## config.mk

```make
export PLATFORM = sky130hd
export DESIGN_NAME = edit_key_controller
export DESIGN_NICKNAME = d
export VERILOG_FILES = /design/src/rtl/clock_ui_pkg.sv /design/src/rtl/key_debounce.sv /design/src/rtl/edit_key_controller.sv
export SDC_FILE = /design/constraint.sdc
export NUM_CORES = 1
export LEC_CHECK = 0
export BUFFER_PORTS_ARGS = -buffer_cell sky130_fd_sc_hd__buf_2
export CAP_MARGIN = 20
export CORE_MARGIN = 2
export CORE_UTILIZATION = 35
export DETAILED_ROUTE_END_ITERATION = 10
export SETUP_SLACK_MARGIN = 0.05
export SLEW_MARGIN = 20
export SYNTH_ARGS = -nofsm -noshare
export SYNTH_HDL_FRONTEND = slang
export SYNTH_HIERARCHICAL = 1
export SYNTH_SLANG_ARGS = --single-unit
```

## constraint.sdc

```tcl
create_clock -name clk -period 2.48 [get_ports clk]
set_input_delay 0.496 -clock clk [delete_from_list [all_inputs] [get_ports clk]]
set_output_delay 0.496 -clock clk [all_outputs]
set_load 0.05 [all_outputs]
```

## src/rtl/clock_ui_pkg.sv

```systemverilog
//==============================================================================
// Module   : clock_ui_pkg
// Purpose  : Shared types and constants for the clock's edit user interface.
//            Holds the RUN/EDIT state encoding, the digit-position codes
//            driven on edit_pos, and the auto-repeat timing constants.
// Ports    : none (package)
// Revision : 1.0 - initial release
//==============================================================================
`default_nettype none

package clock_ui_pkg;

   // Top-level UI mode
   typedef enum logic {
      RUN  = 1'b0,
      EDIT = 1'b1
   } ui_state_t;

   // Digit positions on edit_pos, left to right on the display
   localparam logic [2:0] POS_H10 = 3'd0;
   localparam logic [2:0] POS_H1  = 3'd1;
   localparam logic [2:0] POS_M10 = 3'd2;
   localparam logic [2:0] POS_M1  = 3'd3;
   localparam logic [2:0] POS_S10 = 3'd4;
   localparam logic [2:0] POS_S1  = 3'd5;

   // Auto-repeat timing (0.5 s initial delay, 0.1 s rate at 50 MHz)
   localparam int REPEAT_DELAY  = 25_000_000;
   localparam int REPEAT_PERIOD = 5_000_000;

endpackage

`default_nettype wire

```

## src/rtl/key_debounce.sv

```systemverilog
//==============================================================================
// Module   : key_debounce
// Purpose  : One panel button: 2-FF synchronizer, stability counter,
//            debounced level and a one-cycle press pulse on the debounced
//            released->pressed transition.
// Ports    : clk     - system clock
//            reset   - asynchronous, active-low
//            btn_n   - raw button, active-low, asynchronous to clk
//            level   - debounced level (1 = released)
//            press   - one-cycle pulse when the debounced level falls
// Params   : DEBOUNCE_CYCLES - consecutive equal samples needed to accept
// Revision : 1.0 - initial release
//==============================================================================
`default_nettype none

module key_debounce #(
   parameter int DEBOUNCE_CYCLES = 1_000_000
) (
   input  logic clk,
   input  logic reset,
   input  logic btn_n,
   output logic level,
   output logic press
);

   localparam int                CNT_W    = $clog2(DEBOUNCE_CYCLES + 1);
   localparam logic [CNT_W-1:0]  CNT_LAST = CNT_W'(DEBOUNCE_CYCLES - 1);
   localparam logic [CNT_W-1:0]  CNT_ONE  = CNT_W'(1);

   logic             sync_q1;
   logic             sync_q2;
   logic             armed;
   logic [CNT_W-1:0] cnt;

   // The synchronizer resets to "pressed" so that a released sample can only
   // come from the real pin. The press pulse is armed only after such a
   // sample, which keeps a button held across reset from firing until it has
   // been let go and pressed again.
   always_ff @(posedge clk or negedge reset) begin
      if (!reset) begin
         sync_q1 <= 1'b0;
         sync_q2 <= 1'b0;
         armed   <= 1'b0;
         cnt     <= '0;
         level   <= 1'b1;
         press   <= 1'b0;
      end else begin
         sync_q1 <= btn_n;
         sync_q2 <= sync_q1;
         armed   <= armed | sync_q2;
         press   <= 1'b0;
         if (sync_q2 == level) begin
            cnt <= '0;
         end else if (cnt == CNT_LAST) begin
            cnt   <= '0;
            level <= sync_q2;
            press <= armed & ~sync_q2;
         end else begin
            cnt <= cnt + CNT_ONE;
         end
      end
   end

endmodule

`default_nettype wire

```

## src/rtl/edit_key_controller.sv

```systemverilog
//==============================================================================
// Module   : edit_key_controller
// Purpose  : Front end of the clock's edit interface. Debounces the four
//            panel buttons, runs the RUN/EDIT mode machine, tracks the
//            selected digit and display screen, and issues one-cycle
//            increment/decrement strobes for the time counters.
// Ports    : clk         - system clock
//            reset       - asynchronous, active-low
//            btn_mode_n  - raw MODE button, active-low
//            btn_next_n  - raw NEXT button, active-low
//            btn_plus_n  - raw PLUS button, active-low
//            btn_minus_n - raw MINUS button, active-low
//            edit_mode   - 1 while in EDIT
//            edit_pos    - selected digit (0 = H tens ... 5 = S ones)
//            screen      - active display screen, 0..NUM_SCREENS-1
//            key_plus    - one-cycle increment strobe
//            key_minus   - one-cycle decrement strobe
//            blink       - flash enable for the selected digit
// Macro    : EDIT_AUTOREPEAT_EN - when defined, a held PLUS/MINUS in EDIT
//            repeats its strobe after REPEAT_DELAY, then every REPEAT_PERIOD.
// Revision : 1.0 - initial release
//==============================================================================
`default_nettype none

module edit_key_controller
   import clock_ui_pkg::*;
#(
   parameter int DEBOUNCE_CYCLES = 1_000_000,
   parameter int TIMEOUT_CYCLES  = 500_000_000,
   parameter int BLINK_CYCLES    = 12_500_000,
   parameter int NUM_SCREENS     = 3
) (
   input  logic       clk,
   input  logic       reset,
   input  logic       btn_mode_n,
   input  logic       btn_next_n,
   input  logic       btn_plus_n,
   input  logic       btn_minus_n,
   output logic       edit_mode,
   output logic [2:0] edit_pos,
   output logic [1:0] screen,
   output logic       key_plus,
   output logic       key_minus,
   output logic       blink
);

   localparam int KEY_MODE  = 0;
   localparam int KEY_NEXT  = 1;
   localparam int KEY_PLUS  = 2;
   localparam int KEY_MINUS = 3;

   localparam int                 IDLE_W     = $clog2(TIMEOUT_CYCLES + 1);
   localparam logic [IDLE_W-1:0]  IDLE_LAST  = IDLE_W'(TIMEOUT_CYCLES - 1);
   localparam logic [IDLE_W-1:0]  IDLE_ONE   = IDLE_W'(1);
   localparam int                 BLINK_W    = $clog2(BLINK_CYCLES + 1);
   localparam logic [BLINK_W-1:0] BLINK_LAST = BLINK_W'(BLINK_CYCLES - 1);
   localparam logic [BLINK_W-1:0] BLINK_ONE  = BLINK_W'(1);
   localparam logic [1:0]         SCR_LAST   = 2'(NUM_SCREENS - 1);

   logic [3:0]         btn_raw;
   logic [3:0]         level;
   logic [3:0]         press;
   logic               rpt_plus;
   logic               rpt_minus;
   logic               strobe_plus;
   logic               strobe_minus;
   logic               any_event;
   logic               unused_levels;
   ui_state_t          state;
   logic [IDLE_W-1:0]  idle_cnt;
   logic [BLINK_W-1:0] blink_cnt;

   assign btn_raw = {btn_minus_n, btn_plus_n, btn_next_n, btn_mode_n};

   for (genvar i = 0; i < 4; i++) begin : g_debounce
      key_debounce #(
         .DEBOUNCE_CYCLES (DEBOUNCE_CYCLES)
      ) u_key_debounce (
         .clk   (clk),
         .reset (reset),
         .btn_n (btn_raw[i]),
         .level (level[i]),
         .press (press[i])
      );
   end

   // Only the auto-repeat logic looks at levels; the FSM works on presses.
   assign unused_levels = ^level;

`ifdef EDIT_AUTOREPEAT_EN
   localparam int               RPT_W           = $clog2(REPEAT_DELAY + 1);
   localparam logic [RPT_W-1:0] RPT_DELAY_LAST  = RPT_W'(REPEAT_DELAY - 1);
   localparam logic [RPT_W-1:0] RPT_PERIOD_LAST = RPT_W'(REPEAT_PERIOD - 1);
   localparam logic [RPT_W-1:0] RPT_ONE         = RPT_W'(1);

   logic [RPT_W-1:0] rpt_cnt;
   logic             rpt_active;
   logic             held_plus;
   logic             held_minus;
   logic             rpt_hold;
   logic             rpt_fire;

   // Repeat only while exactly one of PLUS/MINUS is held, since holding both
   // would never have produced a strobe in the first place.
   assign held_plus  = ~level[KEY_PLUS] &  level[KEY_MINUS];
   assign held_minus =  level[KEY_PLUS] & ~level[KEY_MINUS];
   assign rpt_hold   = (state == EDIT) & (held_plus | held_minus);
   assign rpt_fire   = rpt_hold & (rpt_active ? (rpt_cnt == RPT_PERIOD_LAST)
                                              : (rpt_cnt == RPT_DELAY_LAST));

   always_ff @(posedge clk or negedge reset) begin
      if (!reset) begin
         rpt_cnt    <= '0;
         rpt_active <= 1'b0;
      end else if (!rpt_hold) begin
         rpt_cnt    <= '0;
         rpt_active <= 1'b0;
      end else if (rpt_fire) begin
         rpt_cnt    <= '0;
         rpt_active <= 1'b1;
      end else begin
         rpt_cnt <= rpt_cnt + RPT_ONE;
      end
   end

   assign rpt_plus  = rpt_fire & held_plus;
   assign rpt_minus = rpt_fire & held_minus;
`else
   assign rpt_plus  = 1'b0;
   assign rpt_minus = 1'b0;
`endif

   // Simultaneous PLUS and MINUS cancel each other out.
   assign strobe_plus  = (press[KEY_PLUS]  & ~press[KEY_MINUS]) | rpt_plus;
   assign strobe_minus = (press[KEY_MINUS] & ~press[KEY_PLUS])  | rpt_minus;
   assign any_event    = (|press) | rpt_plus | rpt_minus;

   always_ff @(posedge clk or negedge reset) begin
      if (!reset) begin
         state     <= RUN;
         edit_mode <= 1'b0;
         edit_pos  <= POS_S1;
         screen    <= 2'd0;
         key_plus  <= 1'b0;
         key_minus <= 1'b0;
         blink     <= 1'b0;
         idle_cnt  <= '0;
         blink_cnt <= '0;
      end else begin
         key_plus  <= 1'b0;
         key_minus <= 1'b0;
         case (state)
            RUN: begin
               blink     <= 1'b0;
               blink_cnt <= '0;
               idle_cnt  <= '0;
               if (press[KEY_MODE]) begin
                  state     <= EDIT;
                  edit_mode <= 1'b1;
                  edit_pos  <= POS_S1;
                  blink     <= 1'b1;
               end else if (press[KEY_NEXT]) begin
                  screen <= (screen == SCR_LAST) ? 2'd0 : screen + 2'd1;
               end
            end

            EDIT: begin
               if (blink_cnt == BLINK_LAST) begin
                  blink     <= ~blink;
                  blink_cnt <= '0;
               end else begin
                  blink_cnt <= blink_cnt + BLINK_ONE;
               end

               if (press[KEY_MODE]) begin
                  state     <= RUN;
                  edit_mode <= 1'b0;
                  blink     <= 1'b0;
                  blink_cnt <= '0;
                  idle_cnt  <= '0;
               end else if (any_event) begin
                  // Any activity, including a discarded PLUS+MINUS pair,
                  // counts as the user still being at the panel.
                  idle_cnt <= '0;
                  if (press[KEY_NEXT]) begin
                     edit_pos <= (edit_pos == POS_H10) ? POS_S1 : edit_pos - 3'd1;
                  end else begin
                     key_plus  <= strobe_plus;
                     key_minus <= strobe_minus;
                  end
               end else if (idle_cnt == IDLE_LAST) begin
                  state     <= RUN;
                  edit_mode <= 1'b0;
                  blink     <= 1'b0;
                  blink_cnt <= '0;
                  idle_cnt  <= '0;
               end else begin
                  idle_cnt <= idle_cnt + IDLE_ONE;
               end
            end

            default: begin
               state     <= RUN;
               edit_mode <= 1'b0;
            end
         endcase
      end
   end

endmodule

`default_nettype wire

```

After elaboration in Yosys (flattened, before gate mapping). Cells that the tools add are included.

$add $sub $neg: 8. Equal/unequal tests: 17. Multiplexer cells: 55. Bitwise gates (word level): 23. Reduce and logical (&&, ||, !) cells: 9.

Operators by type and width (count): $mux 20 (8); $mux 24 (4); $mux 29 (3); $add 20x1->20 const B (4); $eq 20x20->1 const B (4); $pmux 29 s2 (1); $pmux 24 s2 (1); $add 29x1->29 const B (1); $eq 29x29->1 const B (1); $mux 1 (28); $add 24x1->24 const B (1); $eq 24x24->1 const B (1); $mux 3 (5); $not 1->1 (13); $reduce_and 2->1 (4); $and 1x1->1 (6); $pmux 1 s2 (3); $pmux 3 s2 (1); $reduce_and 3->1 (2); $eq 1x1->1 (4); $ne 2x1->1 const B (2); $ne 2x2->1 const B (2); $or 1x1->1 (4); $reduce_and 4->1 (1); other kinds (8) (8).

Register bits after elaboration: 163. Input bits: 6. Output and inout bits: 9. Logic and storage cells: 145.

Logic depth before layout (Yosys ltp).
Depth in word-level cells: 6. Gate-level depth with buffers: 8. Depth with buffers taken out: 6.

Cells and area by module. Netlist, hierarchy kept.

By module, submodules not included: key_debounce (times used 4, cells an instance 111, area each 1222.4 sq um, sequential area each 626.9 sq um); edit_key_controller (times used 1, cells an instance 319, area each 3128.0 sq um, sequential area each 1579.0 sq um).

Worst setup path after synthesis. OpenSTA, ideal clock, no wires.

Path kind: register -> register. From: reg idle_cnt[21]. To: reg edit_mode. Setup time: 0.132 ns. Data arrival time: 1.668 ns. Required time: 2.348 ns. Setup slack: 0.679 ns. Stages on the path, launching flop included: 6. Buffers on the path: 0. Period minus slack after synthesis: 1.801 ns. Cells stage by stage: dfrtp_1 -> or4_1 -> nor4_2 -> a21boi_0 -> o31ai_1 -> o31ai_1.

Word-level cells in the longest chain between the ends: 3.

Ends and longest elaborated chain: start: declaration (RTL line edit_key_controller.sv:70) `logic [IDLE_W-1:0] idle_cnt;`; start signal: assignment (RTL line edit_key_controller.sv:198) `idle_cnt <= idle_cnt + IDLE_ONE;`; $eq 29x29->1 (RTL line edit_key_controller.sv:191) `end else if (idle_cnt == IDLE_LAST) begin`; $ne 3x1->1 (no line); $reduce_and 3->1 (no line); end signal: assignment (RTL line edit_key_controller.sv:177) `edit_mode <= 1'b0;`; end signal: assignment (RTL line edit_key_controller.sv:193) `edit_mode <= 1'b0;`; end signal: assignment (RTL line edit_key_controller.sv:204) `edit_mode <= 1'b0;`; end: declaration (RTL line edit_key_controller.sv:39) `output logic edit_mode,`.

Every way passes these cells. A chain may end at the register's enable or synchronous reset.

Worst setup path after layout.
From: reg idle_cnt[0]. To: reg blink_cnt[9].

Word-level cells in the longest chain between the ends: 5.

Ends and longest elaborated chain: $eq 29x29->1 (RTL line edit_key_controller.sv:191); $mux 24 (RTL line edit_key_controller.sv:191); $mux 24 (RTL line edit_key_controller.sv:181) `end else if (any_event) begin`; $mux 24 (RTL line edit_key_controller.sv:175) `if (press[KEY_MODE]) begin`; $pmux 24 s2 (RTL line edit_key_controller.sv:152) `case (state)`; end signal: assignment (RTL line edit_key_controller.sv:172) `blink_cnt <= blink_cnt + BLINK_ONE;`; end: declaration (RTL line edit_key_controller.sv:71) `logic [BLINK_W-1:0] blink_cnt;`.

Every way passes these cells.

==> impl_results.md <==
* Run status: completed
* Filler cell count in the final layout at 2171
* Class of the most critical setup path: reg2reg
* Number of global-route vias before repair at 5455
* Floorplan row count at 55
* Worst VDD drop at 0.000409 V
* R2R depth at 7
* Fraction of layout instances using a drive strength above 1 at 13.0%
* Cell with the most instances on the worst path: nand3_1
* Number of cells on the worst hold path at 1
* Cell class contributing the biggest share of worst-path delay: simple AND/OR/NAND/NOR gates
* Number of instances in the synthesized netlist at 763
* Via-to-Cell Ratio at 5.07
* Area fraction of the dominant cell type after synthesis at 49.0%
* Data required, critical path at 2.79 ns
* Per-cell routed wire length at 13.6 µm
* Stage delay of the slowest cell on the critical path at 0.55 ns
* Clock-pin transition on the worst setup and hold timing paths at 0.06 ns
* Arrival time worst endpoint at 2.45 ns
* Number of enable-type register cells in the synthesized netlist at 0
* PostCTS Resize Cnt at 0
* Final Hold Fails at 0
* Pins Over Slew Limit at 0
* Placed cells at 1060
* Post-Synth Simple-Gate Area at 28.4%
* Main combinational cell family by area after synthesis: simple AND/OR/NAND/NOR gates
* Final period utilization at 86.3%
* Time the worst path needs with I/O delays and setup at 2.14 ns
* Area of the multi-input gates at 3800 µm²
* Total overflow reported by the global router at 0
* Vertical die dimension at 155 µm
* # setup viols final at 0
* Sinks on the clock net at 163
* Reg area at 4090 µm²
* Net count of the mapped netlist at 778
* Detailed Route WL at 14900 µm
* Share of synthesized area spent on multiplexers at 1.25%
* Post-CTS Hold Fix Bufs at 1
* Count of antenna-violating nets left after detailed routing at 0
* Final Instance Count excl. Fillers at 1093
* Cell types with the highest counts after synthesis: dfrtp_1, nor2_1, xor2_1, nand2_1, nand3_1
* Share of flip-flops with an asynchronous set or reset at 100%
* Total negative slack at 0 ns
* Area growth, synth to finish at 13.2%
* Initial antenna violation count at 0
* Number of DRC violations after detailed routing at 0
* Worst slew margin at 51.2%
* Category of the worst setup path capture point: flop
* Slack of the worst reg-to-reg path at 0.34 ns
* Cell chain of the critical path: ha_1, nand3_1, nor4_1, nand3_1, nand4_2, buf_4, nor2_1
* Count of different cell masters after synthesis at 50
* Aggregate global-route resource usage at 13.5%
* Number of buffers and inverters on the critical path at 1
* Reg-to-Reg Start: idle_cnt[0]$_DFF_PN0_
* Post-synthesis xor/xnor area fraction at 11.6%
* Synthesized-area fraction occupied by adder cells at 1.40%
* Number of levels the H-tree was split into at 4
* Clock root buffer master: clkbuf_16
* Yosys top cell by area: dfrtp_1
* Reported max-cap violation count at 0
* Most instantiated library cell after synthesis: dfrtp_1
* Share of the yosys chip area belonging to registers at 51.0%
* Complex-gate fraction of the synthesized area at 4.82%
* Count of warnings emitted by yosys at 6
* Worst min-delay path startpoint: btn_minus_n
* First-pass detailed-route iteration total at 5
* ANT cells at 0
* Total power divided by cell area at 607 nW/µm²
* Net count of the finished layout at 810
* CP max stage cell: nor4_1
* Setup crit start kind: flop
* Post-CTS setup buffers at 0
* Placeable core region at 22600 µm²
* Insertion delay to the later sink of the worst-skew pair at 0.43 ns
* Ranking of synthesized cells by area: dfrtp_1, xor2_1, nor2_1
* Most used DFF post-synth: dfrtp_1
* IO Pins at 15
* Avg Cell Area, Syn at 10.5 µm²
* Initial Utilization at 35.5%
* Synthesized cell area at 8020 µm²
* Detail Placement HPWL at 9970 µm
* Placer Congestion at 0.753
* Register bit count reported by yosys at 163
* Worst flop-to-flop path endpoint: blink_cnt[9]$_DFF_PN0_
* Chip width at 155 µm
* Pin count of the biggest net entering global routing at 46
* Reported leakage power at 0.00364 µW
* Number of clock buffers inserted by TritonCTS at 17
* CTS tree: built
* Timing-limited maximum frequency at 467 MHz
* Number of buffers between clock root and the deepest sink at 2
* Total power after layout at 5510 µW
* End point of the most critical hold path: g_debounce[3].u_key_debounce/sync_q1$_DFF_PN0_
* Total Die Area at 24100 µm²
* # port buffers at 14
* Initial detailed-routing violation count at 225
* Slew of the pin with the lowest slew margin at 0.726 ns
* First-pass GRT wire length at 26600 µm
* Setup repair after global routing missed its margin: false
* Maximum fanout count along the critical path at 22
* Via count at 5543
* Worst hold path type: in2reg
* Skew final at 0.00954 ns
==> flip-flops by register name (all words and copies together) (netlist names) <==
signal                             cells
g_debounce.u_key_debounce/sync_q2      4
idle_cnt                              29
g_debounce.u_key_debounce/press        4
g_debounce.u_key_debounce/level        4
edit_pos                               3
g_debounce.u_key_debounce/cnt         80
blink                                  1
state                                  1
g_debounce.u_key_debounce/sync_q1      4
screen                                 2
blink_cnt                             24
key_minus                              1
g_debounce.u_key_debounce/armed        4
edit_mode                              1
key_plus                               1
==> worst max-delay path by stage <==
stage / to / slack (ns) / from / cells past startpoint
after floorplan: edit_mode$_DFFE_PN0P_ / 0.68 / idle_cnt[21]$_DFF_PN0_ / 5
after global placement: blink_cnt[9]$_DFF_PN0_ / 0.42 / idle_cnt[0]$_DFF_PN0_ / 7
after detailed placement: blink_cnt[20]$_DFF_PN0_ / 0.31 / idle_cnt[0]$_DFF_PN0_ / 7
after CTS: blink_cnt[21]$_DFF_PN0_ / 0.30 / idle_cnt[0]$_DFF_PN0_ / 7
after global routing: blink_cnt[23]$_DFF_PN0_ / 0.1 / idle_cnt[0]$_DFF_PN0_ / 7
final: blink_cnt[9]$_DFF_PN0_ / 0.34 / idle_cnt[0]$_DFF_PN0_ / 7
==> layout by cell type, fill, tap and decap left out, types with 5 or more instances in the layout <==
| master | netlist | layout |
|---|---|---|
| a21oi_1 | 23 | 23 |
| and3_1 | 15 | 15 |
| and4_1 | 14 | 14 |
| buf_2 | 2 | 13 |
| buf_4 | 4 | 10 |
| clkbuf_16 | 0 | 17 |
| clkinv_2 | 0 | 5 |
| dfrtp_1 | 157 | 157 |
| dfstp_2 | 6 | 6 |
| ha_1 | 9 | 9 |
| inv_1 | 8 | 8 |
| nand2_1 | 55 | 55 |
| nand3_1 | 49 | 49 |
| nand4_1 | 40 | 40 |
| nor2_1 | 127 | 127 |
| nor3_1 | 17 | 17 |
| nor4_1 | 12 | 12 |
| nor4_2 | 6 | 6 |
| o21ai_0 | 11 | 11 |
| o31ai_1 | 10 | 10 |
| or3_1 | 9 | 9 |
| or4_1 | 9 | 9 |
| xnor2_1 | 41 | 41 |
| xor2_1 | 65 | 65 |
==> routing by layer <==
layer  global-route usage, %  part of all wire [%]  wire, µm  up-vias
met5                       0                     0         0        -
li1                        -                     -         -     2784
met4                    3.98                   1.1       162        0
met2                    20.8                    45      6640       59
met3                    3.23                   2.8       419       12
met1                    18.9                    52      7680     2688
==> where the power goes <==
part | total, µW | switching (µW) | internal (µW)
Combinational | 131 | 89.1 | 41.7
Sequential | 2700 | 21.2 | 2680
Clock | 2670 | 1070 | 1600
Total | 5510 | 1180 | 4320
==> area by class of cell <==
cell class	instances	share of cell area, %
Sequential cell	163	45.0
Multi-Input combinational cell	578	41.9
Clock buffer	18	4.84
Tap cell	285	3.93
Timing Repair Buffer	27	2.22
Clock inverter	14	1.79
Inverter	8	0.331
==> logic make-up after synthesis <==
logic type / Yosys count
AOI/OAI and AO/OA: 52
and+or+nand+nor: 403
buffers and inverters: 22
muxes: 8
xor gates and xnor gates: 106
DFF: 163
adders and majority gates: 9
==> through the flow <==
| step | cell area (µm²) | hold slack, ns | util (%) | setup slack, ns |
|---|---|---|---|---|
| 6_report | 9080 | 0.169 | 40.2 | 0.340 |
| 5_1_grt | 9080 | 0.146 | 40.2 | 0.0989 |
| 4_1_cts | 9080 | 0.149 | 40.2 | 0.303 |
| 3_5_place_dp | 8470 | 0.346 | 37.5 | 0.305 |
| 3_3_place_gp | 8470 | 0.339 | 37.5 | 0.422 |
| 2_1_floorplan | 8020 | 0.200 | - | 0.679 |
No activity file was read; power rests on OpenSTA's default activity.
